===== src/rtl/lif_pkg.sv =====
// Shared constants and helpers for the leaky integrate-and-fire neuron array.
package lif_pkg;

    localparam int DEF_W          = 8;
    localparam int DEF_LEAK_SHIFT = 2;
    localparam int DEF_REFRACT    = 8;

    // Width of a down-counter that must hold REFRACT; never narrower than 1 bit.
    function automatic int refract_cnt_width(input int refract);
        int w;
        w = (refract <= 0) ? 1 : $clog2(refract + 1);
        return (w < 1) ? 1 : w;
    endfunction

    // Unsigned add clamped to 2^width-1 (width < 32).
    function automatic logic [31:0] sat_add(input logic [31:0] a,
                                            input logic [31:0] b,
                                            input int unsigned  width);
        logic [32:0] s;
        logic [32:0] lim;
        s   = {1'b0, a} + {1'b0, b};
        lim = (33'd1 << width) - 33'd1;
        return (s > lim) ? lim[31:0] : s[31:0];
    endfunction

endpackage


===== src/rtl/lif_neuron_core.sv =====
// One LIF channel: membrane register, leak/saturating integrate, threshold
// compare and refractory down-counter.
module lif_neuron_core
    import lif_pkg::*;
#(
    parameter int W          = DEF_W,
    parameter int LEAK_SHIFT = DEF_LEAK_SHIFT,
    parameter int REFRACT    = DEF_REFRACT
) (
    input  logic         clk,
    input  logic         rst_n,
    input  logic         en,
    input  logic         in_valid,
    input  logic [W-1:0] isyn,
    input  logic [W-1:0] threshold,
    output logic         spike,
    output logic         refractory,
    output logic [W-1:0] v
);

    localparam int            CW       = refract_cnt_width(REFRACT);
    localparam logic [CW-1:0] CNT_LOAD = CW'(REFRACT);

    logic [CW-1:0] cnt;
    logic [W-1:0]  a;
    logic [W-1:0]  leaked;
    logic [W-1:0]  vn;

    assign a      = in_valid ? isyn : '0;
    // v - (v >> LEAK_SHIFT) can never underflow, so W bits suffice before the add.
    assign leaked = v - (v >> LEAK_SHIFT);
    assign vn     = W'(sat_add(32'(leaked), 32'(a), W));

    assign refractory = (cnt != '0);

    // Membrane, spike and refractory state; reset is asserted while rst_n is high.
    always_ff @(posedge clk or posedge rst_n) begin
        if (rst_n) begin
            v     <= '0;
            cnt   <= '0;
            spike <= 1'b0;
        end else if (en) begin
            if (cnt != '0) begin
                cnt   <= cnt - CW'(1);
                v     <= '0;
                spike <= 1'b0;
            end else if (vn >= threshold) begin
                spike <= 1'b1;
                v     <= '0;
                cnt   <= CNT_LOAD;
            end else begin
                v     <= vn;
                spike <= 1'b0;
            end
        end else begin
            spike <= 1'b0;
        end
    end

endmodule


===== src/rtl/lif_neuron_array.sv =====
// Array of N_CH independent LIF neurons with shared enable/threshold and a
// registered membrane-potential readback port.
module lif_neuron_array
    import lif_pkg::*;
#(
    parameter int N_CH       = 4,
    parameter int W          = DEF_W,
    parameter int LEAK_SHIFT = DEF_LEAK_SHIFT,
    parameter int REFRACT    = DEF_REFRACT,
    parameter int SEL_W      = (N_CH > 1) ? $clog2(N_CH) : 1
) (
    input  logic              clk,
    input  logic              rst_n,
    input  logic              en,
    input  logic              in_valid,
    input  logic [N_CH*W-1:0] isyn,
    input  logic [W-1:0]      threshold,
    output logic [N_CH-1:0]   spike,
    output logic [N_CH-1:0]   refractory,
    input  logic [SEL_W-1:0]  vmem_sel,
    output logic [W-1:0]      vmem_out
);

    logic [W-1:0] v_all [N_CH];
    logic [W-1:0] sel_v;

    for (genvar g = 0; g < N_CH; g++) begin : g_ch
        lif_neuron_core #(
            .W         (W),
            .LEAK_SHIFT(LEAK_SHIFT),
            .REFRACT   (REFRACT)
        ) u_core (
            .clk       (clk),
            .rst_n     (rst_n),
            .en        (en),
            .in_valid  (in_valid),
            .isyn      (isyn[g*W +: W]),
            .threshold (threshold),
            .spike     (spike[g]),
            .refractory(refractory[g]),
            .v         (v_all[g])
        );
    end

    // Select the addressed channel; out-of-range selects read as zero.
    always_comb begin
        sel_v = '0;
        for (int i = 0; i < N_CH; i++) begin
            if (vmem_sel == SEL_W'(i)) sel_v = v_all[i];
        end
    end

    // Readback register captures the pre-update potential on enabled edges.
    always_ff @(posedge clk or posedge rst_n) begin
        if (rst_n) vmem_out <= '0;
        else if (en) vmem_out <= sel_v;
    end

endmodule


===== config.mk =====
export PLATFORM = sky130hd
export DESIGN_NAME = lif_neuron_array
export DESIGN_NICKNAME = d
export VERILOG_FILES = /design/src/rtl/lif_pkg.sv /design/src/rtl/lif_neuron_core.sv /design/src/rtl/lif_neuron_array.sv
export SDC_FILE = /design/constraint.sdc
export NUM_CORES = 1
export LEC_CHECK = 0
export CAP_MARGIN = 10
export CORE_MARGIN = 1.5
export CORE_UTILIZATION = 30
export CTS_CLUSTER_SIZE = 24
export DETAILED_ROUTE_END_ITERATION = 10
export PLACE_DENSITY = 0.44
export SLEW_MARGIN = 20
export SYNTH_ARGS = -nofsm -noshare
export SYNTH_HDL_FRONTEND = slang
export SYNTH_HIERARCHICAL = 1
export SYNTH_SLANG_ARGS = --single-unit

===== constraint.sdc =====
create_clock -name clk -period 4.8 [get_ports clk]
set_input_delay 0.48 -clock clk [delete_from_list [all_inputs] [get_ports clk]]
set_output_delay 0.48 -clock clk [all_outputs]
set_load 0.02 [all_outputs]

=== After elaboration in Yosys (flattened, before gate mapping) ===
Cells that the tools add are included.

* Add/sub/neg operators: 12
* $mul: 0
* Div/mod/pow operators: 0
* $lt $le $gt $ge: 8
* Eq/ne operators: 3
* Shift operators: 0
* Multiplexer cells: 40
* Bitwise gates (word level): 0
* Reduce and logical (&&, ||, !) cells: 13

{| class="wikitable"
|+ Operators by type and width
! operator !! count
|-
| two-way mux 8 bit || 20
|-
| adder 8 x 8 -> 9 bit || 4
|-
| > comparator 9 x 8 -> 1 bit (second input constant) || 4
|-
| greater-or-equal comparator 8 bit || 4
|-
| two-way mux 4 bit || 8
|-
| subtractor 8 x 6 -> 8 bit || 4
|-
| nonzero test 4 bit || 4
|-
| subtractor 4 x 1 -> 4 bit (second input constant) || 4
|-
| two-way mux 1 bit || 12
|-
| AND reduction 2 bit || 4
|-
| nonzero test 2 bit || 4
|-
| == test 2 bit (second input constant) || 2
|-
| == test 2 x 1 -> 1 bit (second input constant) || 1
|-
| zero test 2 bit || 1
|}

* Register bits: 60
* Latch bits: 0
* Memory bits (writable): 0
* Bits in read-only memories: 0
* Input bits: 46
* Output and inout bits: 16
* Logic and storage cells: 89
* Memories kept: 0

=== Longest topological paths before layout ===
Gate-level depths: netlist of run 1.

* Word-level depth: 8
* Gate-level depth with buffers: 20
* Depth with buffers taken out: 20

=== Modules after synthesis ===
The synthesis of run 1 kept the hierarchy.

{| class="wikitable"
|+ By module, submodules not included
! module !! instances !! cells an instance !! area each (um2) !! seq. area each (um2)
|-
| lif_neuron_core (g_ch[0].u_core ...) || 3 || 176 || 1472.7 || 325.3
|-
| lif_neuron_core (g_ch[1].u_core) || 1 || 168 || 1443.9 || 325.3
|-
| lif_neuron_array || 1 || 46 || 529.3 || 200.2
|}

=== Worst setup path before layout of run 1 ===
No wires, ideal clock.

* Path kind: register to register
* Start: register g_ch[3].u_core.v[3]
* End: register g_ch[3].u_core.v[6]
* Library setup time: 87 ps
* Arrival time: 3828 ps
* Required time: 4713 ps
* Setup slack: 885 ps
* Stages on the path, launching flop included: 19
* Path buffers: 0
* Clock period less this slack: 3915 ps
* Path through: dfrtp_1 > inv_1 > ha_1 > nor2b_1 > o21a_1 > o21ai_0 > nand2_1 > o311ai_0 > ha_1 > o211a_1 > a211oi_2 > a21oi_2 > o21bai_1 > ha_1 > a21oi_1 > o21ai_0 > nor2_1 > a21bo_2 > a22oi_1

* Word-level cells in the longest chain between the ends: 7

{| class="wikitable"
|+ RTL lines
! element !! line !! text
|-
| start, declared || lif_neuron_core.sv:18 || <nowiki>output logic [W-1:0] v</nowiki>
|-
| start signal, assigned || lif_neuron_core.sv:52 || <nowiki>v <= vn;</nowiki>
|-
| subtractor 8 x 6 -> 8 bit (*) || lif_neuron_core.sv:31 || <nowiki>assign leaked = v - (v >> LEAK_SHIFT);</nowiki>
|-
| adder 8 x 8 -> 9 bit (*) || lif_pkg.sv:21 || <nowiki>s = {1'b0, a} + {1'b0, b};</nowiki>
|-
| > comparator 9 x 8 -> 1 bit || lif_pkg.sv:23 || <nowiki>return (s > lim) ? lim[31:0] : s[31:0];</nowiki>
|-
| two-way mux 8 bit (*) || lif_pkg.sv:23 ||
|-
| greater-or-equal comparator 8 bit || lif_neuron_core.sv:47 || <nowiki>end else if (vn >= threshold) begin</nowiki>
|-
| two-way mux 8 bit (*) || lif_neuron_core.sv:47 ||
|-
| two-way mux 8 bit (*) || lif_neuron_core.sv:43 || <nowiki>if (cnt != '0) begin</nowiki>
|}

Every way passes the cells marked *; elsewhere a longest branch is shown, timed or not.
A chain may end at the register's enable or synchronous reset.

=== Final worst setup path of run 1 ===
* Start: register g_ch[3].u_core.v[2]
* End: register g_ch[3].u_core.cnt[3]

* Word-level cells in the longest chain between the ends: 7

{| class="wikitable"
|+ RTL lines
! element !! line !! text
|-
| subtractor 8 x 6 -> 8 bit (*) || lif_neuron_core.sv:31 ||
|-
| adder 8 x 8 -> 9 bit (*) || lif_pkg.sv:21 ||
|-
| > comparator 9 x 8 -> 1 bit || lif_pkg.sv:23 ||
|-
| two-way mux 8 bit (*) || lif_pkg.sv:23 ||
|-
| greater-or-equal comparator 8 bit (*) || lif_neuron_core.sv:47 ||
|-
| nonzero test 2 bit (no line) (*) || n/a ||
|-
| AND reduction 2 bit (no line) (*) || n/a ||
|-
| end signal, assigned || lif_neuron_core.sv:44 || <nowiki>cnt <= cnt - CW'(1);</nowiki>
|-
| end, declared || lif_neuron_core.sv:24 || <nowiki>logic [CW-1:0] cnt;</nowiki>
|}

Marks and branches as above.

==> results.md, run 1 <==
* Outcome: finished, final reports clean
* CTS Buffer Depth at 2
* Async set-reset flop share out of synthesis at 1.00
* Worst Hold Class: register to register
* Grt total ovfl at 0
* Largest net degree at the start of global routing at 33
* Final net count at between 900 and 1k
* Number of setup violations in the final report at 0
* Crit. End Element: register
* Die Span Y at 149 um
* # rows at 53
* WP data required at ~5000 ps
* CP cell instances: ha_1, fa_1, nor2b_1, o21ai_0, a21oi_1, nor3_1, nor3b_1, ha_1, o211a_1, a211oi_2, a21oi_2, nor2_1, ha_1, nand2b_1, a21o_1, a211o_1, a21oi_1, o21ai_0
* Final hold vios at 0
* Top cell by count, worst path: ha_1
* GRT Total Usage at 0.161
* Post-CTS setup buffers at 0
* Area Overhead vs Synth at 20.1%
* # H-tree levels at 3
* Clock-pin slew on the worst setup and hold paths at ~50 ps
* Clk_lat worst skew at 330 ps
* Via Count at around 5.5k
* MaxCap Viol Count at 0
* Post-Synthesis Cells at approximately 740
* Drt pass-1 iters at 4
* # fillers at around 2.2k
* Post-Synthesis Net Count at between 800 and 900
* Initial antenna violation count at 0
* Fraction of layout cells with a size suffix above 1 at 0.0682
* Commonest non-fill, non-tap cell in the layout: inv_1
* Critical-path top delay cell: dfrtp_1
* Main synth FF type: dfrtp_1
* DR vias/cell at between 5 and 6
* Tmin final at around 4400 ps
* Syn Area/Cell at 8.61 sq um
* Die ar. at between 20,000 and 25,000 sq um
* Setup CP Type: register to register
* Skew final at between 7 and 8 ps
* Critical path's largest stage delay at around 420 ps
* Worst setup endpoint: g_ch[3].u_core/cnt[3]$_DFFE_PP0P_
* Worst Setup SP: g_ch[3].u_core/v[2]$_DFFE_PP0P_
* Crit-path max FO at 7
* R2r endpoint: g_ch[3].u_core/cnt[3]$_DFFE_PP0P_
* Clk Tree Root Cell: clkbuf_16
* Post-Route WL at 17,500 um
* Initial Util at 0.305
* DP HPWL at 14,200 um
* DRC Markers at 0
* First-pass GRT wire length at ~28,000 um
* Worst Path Buf+Inv at 0
* Post-cts sizing count at 0
* Stages on worst setup path at 18
* Commonest non-fill, non-tap cells in the layout: inv_1, ha_1, clkdlybuf4s50_1
* Tightest Pin Transition at ~1000 ps
* Number of synthesized flops with an enable pin at 0
* RSZ-0062 raised after global routing: no
* Placer congestion estimate at 0.852
* Final period utilization at 0.926
* Highest clock rate at 0.225 GHz
* Antenna cells at 0
* Slew HR at 0.350
* Distinct cells, synth at 63
* Setup TNS at 0 ps
* Core ar. at 21,000 sq um
* Register area share after synthesis at 0.235
* Flop2flop setup slack at 360 ps
* Number of port buffers at 61
* Cts bufs inserted at 9
* Post-synthesis register bit count at 60
* Clock sinks at 60
* Final ANT Viol Nets at 0
* CTS tree: done
* Worst path top cell family by delay: compound AO/OA/AOI/OAI gates
* Die Wd at 149 um
* Post-Syn Area at around 6400 sq um
* Initial DRC Count at between 200 and 300
* YS warnings at 6
* R2R cell count at 18
* Nature of the critical path startpoint: register
* Critical path data arrival time at ~4600 ps
* Hold-fix buffers, CTS at 0
* I/O Pins at a little over 60
* Reg-to-Reg Start: g_ch[3].u_core/v[2]$_DFFE_PP0P_
* Vias in the first global route at 5,460
* Slew Viols, Final at 0
* WL/cell at ~16 um
-- worst min-delay path by stage --
stage / cells after the start / to / start / slack (ps)
after global placement: 1 / g_ch[3].u_core/cnt[0]$_DFFE_PP0P_ / g_ch[3].u_core/cnt[0]$_DFFE_PP0P_ / 470
after floorplan: 1 / vmem_out[0]$_DFFE_PP0P_ / rst_n / 300
after global routing: 1 / g_ch[3].u_core/cnt[1]$_DFFE_PP0P_ / g_ch[3].u_core/cnt[1]$_DFFE_PP0P_ / 520
final: 1 / g_ch[3].u_core/cnt[0]$_DFFE_PP0P_ / g_ch[3].u_core/cnt[0]$_DFFE_PP0P_ / 500
after detailed placement: 1 / g_ch[3].u_core/cnt[0]$_DFFE_PP0P_ / g_ch[3].u_core/cnt[0]$_DFFE_PP0P_ / 490
after CTS: 1 / g_ch[3].u_core/cnt[0]$_DFFE_PP0P_ / g_ch[3].u_core/cnt[0]$_DFFE_PP0P_ / 500
-- flip-flops by register name, indices dropped and copies added (netlist names) --
| signal | flops |
|---|---|
| g_ch.u_core/v | 32 |
| g_ch.u_core/cnt | 16 |
| vmem_out | 8 |
| g_ch.u_core/spike | 4 |
-- Yosys cell counts (5+ instances only) --
| cell | n | share of area |
|---|---|---|
| inv_1 | 104 | 0.061 |
| ha_1 | 88 | 0.17 |
| dfrtp_1 | 60 | 0.23 |
| nand2_1 | 48 | 0.028 |
| nor2_1 | 40 | 0.023 |
| o21ai_0 | 34 | 0.027 |
| a21oi_1 | 33 | 0.026 |
| nand2b_1 | 31 | 0.030 |
| and2_1 | 28 | 0.027 |
| nor3_1 | 21 | 0.016 |
| a32o_1 | 18 | 0.028 |
| o21a_1 | 18 | 0.021 |
| a21o_1 | 17 | 0.020 |
| mux2i_1 | 16 | 0.025 |
| xnor2_1 | 16 | 0.022 |
| nor2b_1 | 11 | 0.011 |
| a22oi_1 | 10 | 0.012 |
| nand3_1 | 10 | 0.0078 |
| o211ai_1 | 9 | 0.011 |
| o221ai_1 | 9 | 0.012 |
| fa_1 | 8 | 0.025 |
| o22ai_1 | 8 | 0.0078 |
| a211o_1 | 7 | 0.0096 |
| nor3b_1 | 7 | 0.0082 |
| o21bai_1 | 7 | 0.0082 |
| and3_1 | 6 | 0.0059 |
| nor4_1 | 6 | 0.0059 |
| o311ai_0 | 6 | 0.0082 |
| o21ai_2 | 5 | 0.0069 |
-- cells by family after synthesis --
kind of cell | after synthesis | synth area share
adder cells (fa/ha/maj) | 96 | 0.197
XOR/XNOR | 16 | 0.0219
multiplexers | 16 | 0.0251
flip-flops | 60 | 0.235
buffers and inverters | 107 | 0.0666
AO/OA/AOI/OAI | 218 | 0.255
AND/OR/NAND/NOR | 229 | 0.199
-- per-stage QoR --
stage	setup WS [ps]	instance area (sq um)	hold WS, ps	utilization	std cells
after global routing	1.01	7670	522	0.366	1096
after global placement	173	7380	475	0.352	1082
after floorplan	885	6390	296	-	742
after detailed placement	159	7380	487	0.352	1082
final	355	7670	497	0.366	1096
after CTS	132	7670	499	0.366	1096
-- area by class of cell --
class	count	area, sq um	share of cell area
clock buffers	12	256	0.0334
clock inverters	2	35.0	0.00457
inverters	104	390	0.0509
multi-input cells	575	4470	0.583
flip-flops and latches	60	1500	0.196
well taps	275	344	0.0448
repair buffers	68	676	0.0880
-- per-layer routing --
layer	wire, um	GRT usage
met3	517	0.0211
met5	0	0
met4	102	0.0272
met1	8490	0.222
met2	8370	0.272
Power of run 1 is not shown: default switching activity piles up to over one toggle a cycle in this logic, so the estimate is an artifact.
==> run 2, diff against run 1 <==
- PLACE_DENSITY: 0.44 -> 0.57
- clock period: 4.8 -> 5 ns (I/O delays scaled with it)
==> results.md, run 2 (synthesized netlist as in run 1, its figures left out) <==
* Clock-pin slew on the worst setup and hold paths at around 50 ps
* DP HPWL at between 10,000 and 15,000 um
* Final net count at ~960
* Hold slack at just under 500 ps
* # fillers at 2,193
* Max FFs per register at 32
* Outcome: finished, final reports clean
* Worst Hold Class: register to register
* Grt total ovfl at 0
* Die ar. at between 20,000 and 25,000 sq um
* CTS Buffer Depth at 2
* Die Wd at ~150 um
* Worst path top cell family by delay: compound AO/OA/AOI/OAI gates
* Skew final at 4.31 ps
* I/O Pins at a little over 60
* Final hold vios at 0
* RSZ-0062 raised after global routing: no
* CP cell instances: ha_1, fa_1, nor2b_1, o21ai_0, a21oi_1, nor2_1, ha_1, o21a_1, o21a_1, o21a_1, o311ai_0, nand2b_1, ha_1, nand2_1, o21ai_0, nor2_1, a21bo_2, a22oi_1
* Clock sinks at 60
* Final ANT Viol Nets at 0
* Cell Area, Placed at 7360 sq um
* WL/cell at approximately 15 um
* Clk Tree Root Cell: clkbuf_16
* Number of setup violations in the final report at 0
* Largest net degree at the start of global routing at 30
* Design area at between 7000 and 8000 sq um
* Post-cts sizing count at 0
* Core ar. at ~21,000 sq um
* WP data required at 5240 ps
* Worst Hold End: g_ch[3].u_core/cnt[0]$_DFFE_PP0P_
* Biggest register: g_ch.u_core/v
* Hold Startpoint: g_ch[3].u_core/cnt[0]$_DFFE_PP0P_
* GRT Total Usage at 0.159
* Tightest Pin Transition at approximately 1000 ps
* Initial Util at 0.305
* R2R cell count at 18
* Slew HR at 0.328
* Worst Path Buf+Inv at 0
* Drt pass-1 iters at 5
* Setup CP Type: register to register
* Post-CTS setup buffers at 0
* Tmin final at about 4500 ps
* Clk_lat worst skew at 330 ps
* Critical path data arrival time at 4770 ps
* Largest regs: g_ch.u_core/v: 32 flops, g_ch.u_core/cnt: 16 flops, vmem_out: 8 flops
* Highest clock rate at between 0.2 and 0.25 GHz
* Slew Viols, Final at 0
* Hold-fix buffers, CTS at 0
* First-pass GRT wire length at between 20,000 and 30,000 um
* Crit. End Element: register
* Initial antenna violation count at 0
* Number of port buffers at 61
* MaxCap Viol Count at 0
* Final period utilization at 0.906
* Hold path depth at 1
* Nature of the critical path startpoint: register
* Flop2flop setup slack at 470 ps
* Stages on worst setup path at 18
* # H-tree levels at 3
* Area Overhead vs Synth at 19.2%
* Initial DRC Count at between 300 and 400
* Vias in the first global route at ~5.5k
* Cts bufs inserted at 9
* Die Span Y at 149 um
* Setup TNS at 0 ps
* Crit-path max FO at 6
* Critical path's largest stage delay at 540 ps
* Placer congestion estimate at about 0.85
* DR vias/cell at ~5.1
* Post-Route WL at 16,900 um
* Commonest non-fill, non-tap cell in the layout: inv_1
* Critical-path top delay cell: o311ai_0
* Commonest non-fill, non-tap cells in the layout: inv_1, ha_1, clkdlybuf4s50_1
* Reg-to-Reg Start: g_ch[0].u_core/v[2]$_DFFE_PP0P_
* DRC Markers at 0
* Fraction of layout cells with a size suffix above 1 at 0.0633
* # rows at 53
* R2r endpoint: g_ch[0].u_core/v[6]$_DFFE_PP0P_
* Antenna cells at 0
* Via Count at about 5.6k
* CTS tree: done
-- run 2: cell count changes in the layout (fill, tap and decap cells not counted), sizes merged --
| cell | change |
|---|---|
| clkbuf | +2 |
| clkinv | +1 |
| bufinv | -1 |
| buf | -1 |
-- run 2: worst max path at each step --
stage,from,endpoint,slack [ps]
2_1_floorplan,g_ch[3].u_core/v[3]$_DFFE_PP0P_,g_ch[3].u_core/v[6]$_DFFE_PP0P_,1080
3_3_place_gp,in_valid,g_ch[2].u_core/v[6]$_DFFE_PP0P_,410
3_5_place_dp,in_valid,g_ch[1].u_core/v[5]$_DFFE_PP0P_,370
4_1_cts,g_ch[0].u_core/v[2]$_DFFE_PP0P_,g_ch[0].u_core/v[6]$_DFFE_PP0P_,530
5_1_grt,g_ch[0].u_core/v[3]$_DFFE_PP0P_,g_ch[0].u_core/v[6]$_DFFE_PP0P_,140
6_report,g_ch[0].u_core/v[2]$_DFFE_PP0P_,g_ch[0].u_core/v[6]$_DFFE_PP0P_,470
-- run 2: per-stage QoR --
stage,worst slack (ps),util,std cells
6_report,469,0.364,1097
3_5_place_dp,366,0.351,1081
2_1_floorplan,1080,-,742
4_1_cts,529,0.364,1097
3_3_place_gp,410,0.351,1081
5_1_grt,145,0.364,1097
-- run 2: metal layers --
layer  wire [um]  vias up  global-route usage
met1        8870     2657               0.234
met4         202        0              0.0455
met5           0        -                   0
met2        7220       96               0.241
li1            -     2830                   -
met3         613       15              0.0202
-- run 2: cell type report --
class	instances	area, sq um	area share
Inverter	104	390	0.0512
Timing Repair Buffer	67	656	0.0860
Sequential cell	60	1500	0.197
Multi-Input combinational cell	575	4460	0.586
Clock inverter	2	10.0	0.00131
Clock buffer	14	254	0.0333
Tap cell	275	344	0.0452
-- run 2: worst register-to-register path: cells and delay by family (launching register included) --
family | cells | cell delay (ps)
AO/OA/AOI/OAI | 9 | 1950
adder cells (fa/ha/maj) | 4 | 1280
flip-flops | 1 | 440
AND/OR/NAND/NOR | 5 | 780
Power of run 2 is left out for the same reason.
==> run 3, diff against run 2 <==
- CELL_PAD_IN_SITES_DETAIL_PLACEMENT: default -> 2
- CELL_PAD_IN_SITES_GLOBAL_PLACEMENT: default -> 2
- GPL_TIMING_DRIVEN: default -> 0
- PLACE_DENSITY: 0.57 -> 0.8
==> results.md, run 3 (synthesized netlist as in run 1, its figures left out) <==
* # fillers at between 2k and 2.5k
* Clk_lat worst skew at 330 ps
* First-pass GRT wire length at roughly 33,000 um
* Commonest non-fill, non-tap cells in the layout: inv_1, ha_1, dfrtp_1
* Final net count at 955
* Final ANT Viol Nets at 0
* Cts bufs inserted at 9
* Pre-CTS setup slack at between 90 and 100 ps
* Slew HR at 0.518
* Fraction of layout cells with a size suffix above 1 at 0.0709
* Number of setup violations in the final report at 0
* Largest net degree at the start of global routing at 35
* Clock sinks at 60
* Worst Hold Class: register to register
* Setup CP Type: register to register
* WP data required at between 5000 and 6000 ps
* GRT Total Usage at 0.188
* Post-cts sizing count at 0
* DP HPWL at 15,900 um
* Highest clock rate at ~0.22 GHz
* Crit-path max FO at 6
* Initial antenna violation count at 0
* Skew final at about 10 ps
* Die ar. at approximately 22,000 sq um
* Post-Route WL at 20,300 um
* Number of port buffers at 60
* Core ar. at approximately 21,000 sq um
* Antenna cells at 0
* Drt pass-1 iters at 5
* Outcome: finished, final reports clean
* Grt total ovfl at 0
* # rows at 53
* Via Count at about 5.8k
* Placer congestion estimate at between 0.7 and 0.8
* Initial Util at 0.305
* CTS Buffer Depth at 2
* Crit. End Element: register
* WL/cell at 18.6 um
* Commonest non-fill, non-tap cell in the layout: inv_1
* Hold-fix buffers, CTS at 0
* DRC Markers at 0
* I/O Pins at between 60 and 70
* # H-tree levels at 3
* MaxCap Viol Count at 0
* CTS tree: done
* Final period utilization at 0.929
* Tmin final at 4650 ps
* Initial DRC Count at between 150 and 200
* Die Span Y at approximately 150 um
* Clk Tree Root Cell: clkbuf_16
* DR vias/cell at 5.33
* Post-CTS setup buffers at 0
* Slew Viols, Final at 0
* Clock-pin slew on the worst setup and hold paths at approximately 60 ps
* Area Overhead vs Synth at 20.1%
* Nature of the critical path startpoint: register
* Die Wd at between 100 and 150 um
* Largest regs: g_ch.u_core/v: 32 flops, g_ch.u_core/cnt: 16 flops, vmem_out: 8 flops
* Vias in the first global route at between 6k and 7k
* Setup ws final at about 350 ps
* Critical path data arrival time at just under 5000 ps
* Final hold vios at 0
* Biggest register: g_ch.u_core/v
* Tightest Pin Transition at approximately 720 ps
* Max FFs per register at 32
-- run 3: path summary, 6_finish.rpt --
kind	from	to	slack, ps	cells after the start
setup reg to reg	g_ch[2].u_core/v[2]$_DFFE_PP0P_	g_ch[2].u_core/v[6]$_DFFE_PP0P_	350	18
max in group asynchronous	rst_n	g_ch[2].u_core/v[5]$_DFFE_PP0P_	3840	2
hold reg to reg	g_ch[0].u_core/cnt[0]$_DFFE_PP0P_	g_ch[0].u_core/cnt[0]$_DFFE_PP0P_	500	1
min in group asynchronous	rst_n	vmem_out[7]$_DFFE_PP0P_	670	2
hold / removal	g_ch[0].u_core/cnt[0]$_DFFE_PP0P_	g_ch[0].u_core/cnt[0]$_DFFE_PP0P_	500	1
setup / recovery	g_ch[2].u_core/v[2]$_DFFE_PP0P_	g_ch[2].u_core/v[6]$_DFFE_PP0P_	350	18
-- run 3: worst max-delay path, cell delays in order, from the launching register on --
cell and delay [ps]:
dfrtp_1 460, ha_1 270, fa_1 410, nor2b_1 120
o21ai_0 100, a21oi_1 280, nor2_1 110, ha_1 330
o21a_1 140, o21a_1 140, o21a_1 170, o311ai_0 560
nand2b_1 140, ha_1 300, nand2_1 90, o21ai_0 170
nor2_2 280, a21bo_2 290, a22oi_1 160
-- run 3: metal layers --
metal / GRT usage / up-vias / part of all wire
met3: 0.0239 / 12 / 0.041
li1: - / 2811 / -
met4: 0.0312 / 0 / 0.0074
met2: 0.348 / 87 / 0.51
met5: 0 / - / 0
met1: 0.234 / 2914 / 0.44
-- run 3: metrics by stage --
step / utilization / setup TNS [ps] / instances / hold WS (ps) / instance area [sq um]
floorplan: - / 0 / 742 / 316 / 6390
global placement: 0.350 / -3470 / 1077 / 483 / 7340
detailed placement: 0.350 / 0 / 1077 / 489 / 7330
CTS: 0.366 / 0 / 1093 / 503 / 7660
global route: 0.366 / -25.7 / 1093 / 526 / 7670
finish: 0.366 / 0 / 1093 / 505 / 7670
-- run 3: cell type report --
| type | instances | area, sq um | share of cell area |
|---|---|---|---|
| Clock buffer | 12 | 267 | 0.0347 |
| Clock inverter | 4 | 70.1 | 0.00913 |
| Sequential cell | 60 | 1500 | 0.196 |
| Tap cell | 275 | 344 | 0.0448 |
| Inverter | 104 | 390 | 0.0509 |
| Buffer | 3 | 35.0 | 0.00457 |
| Timing Repair Buffer | 60 | 591 | 0.0770 |
| Multi-Input combinational cell | 575 | 4480 | 0.583 |
Power of run 3 is left out for the same reason.
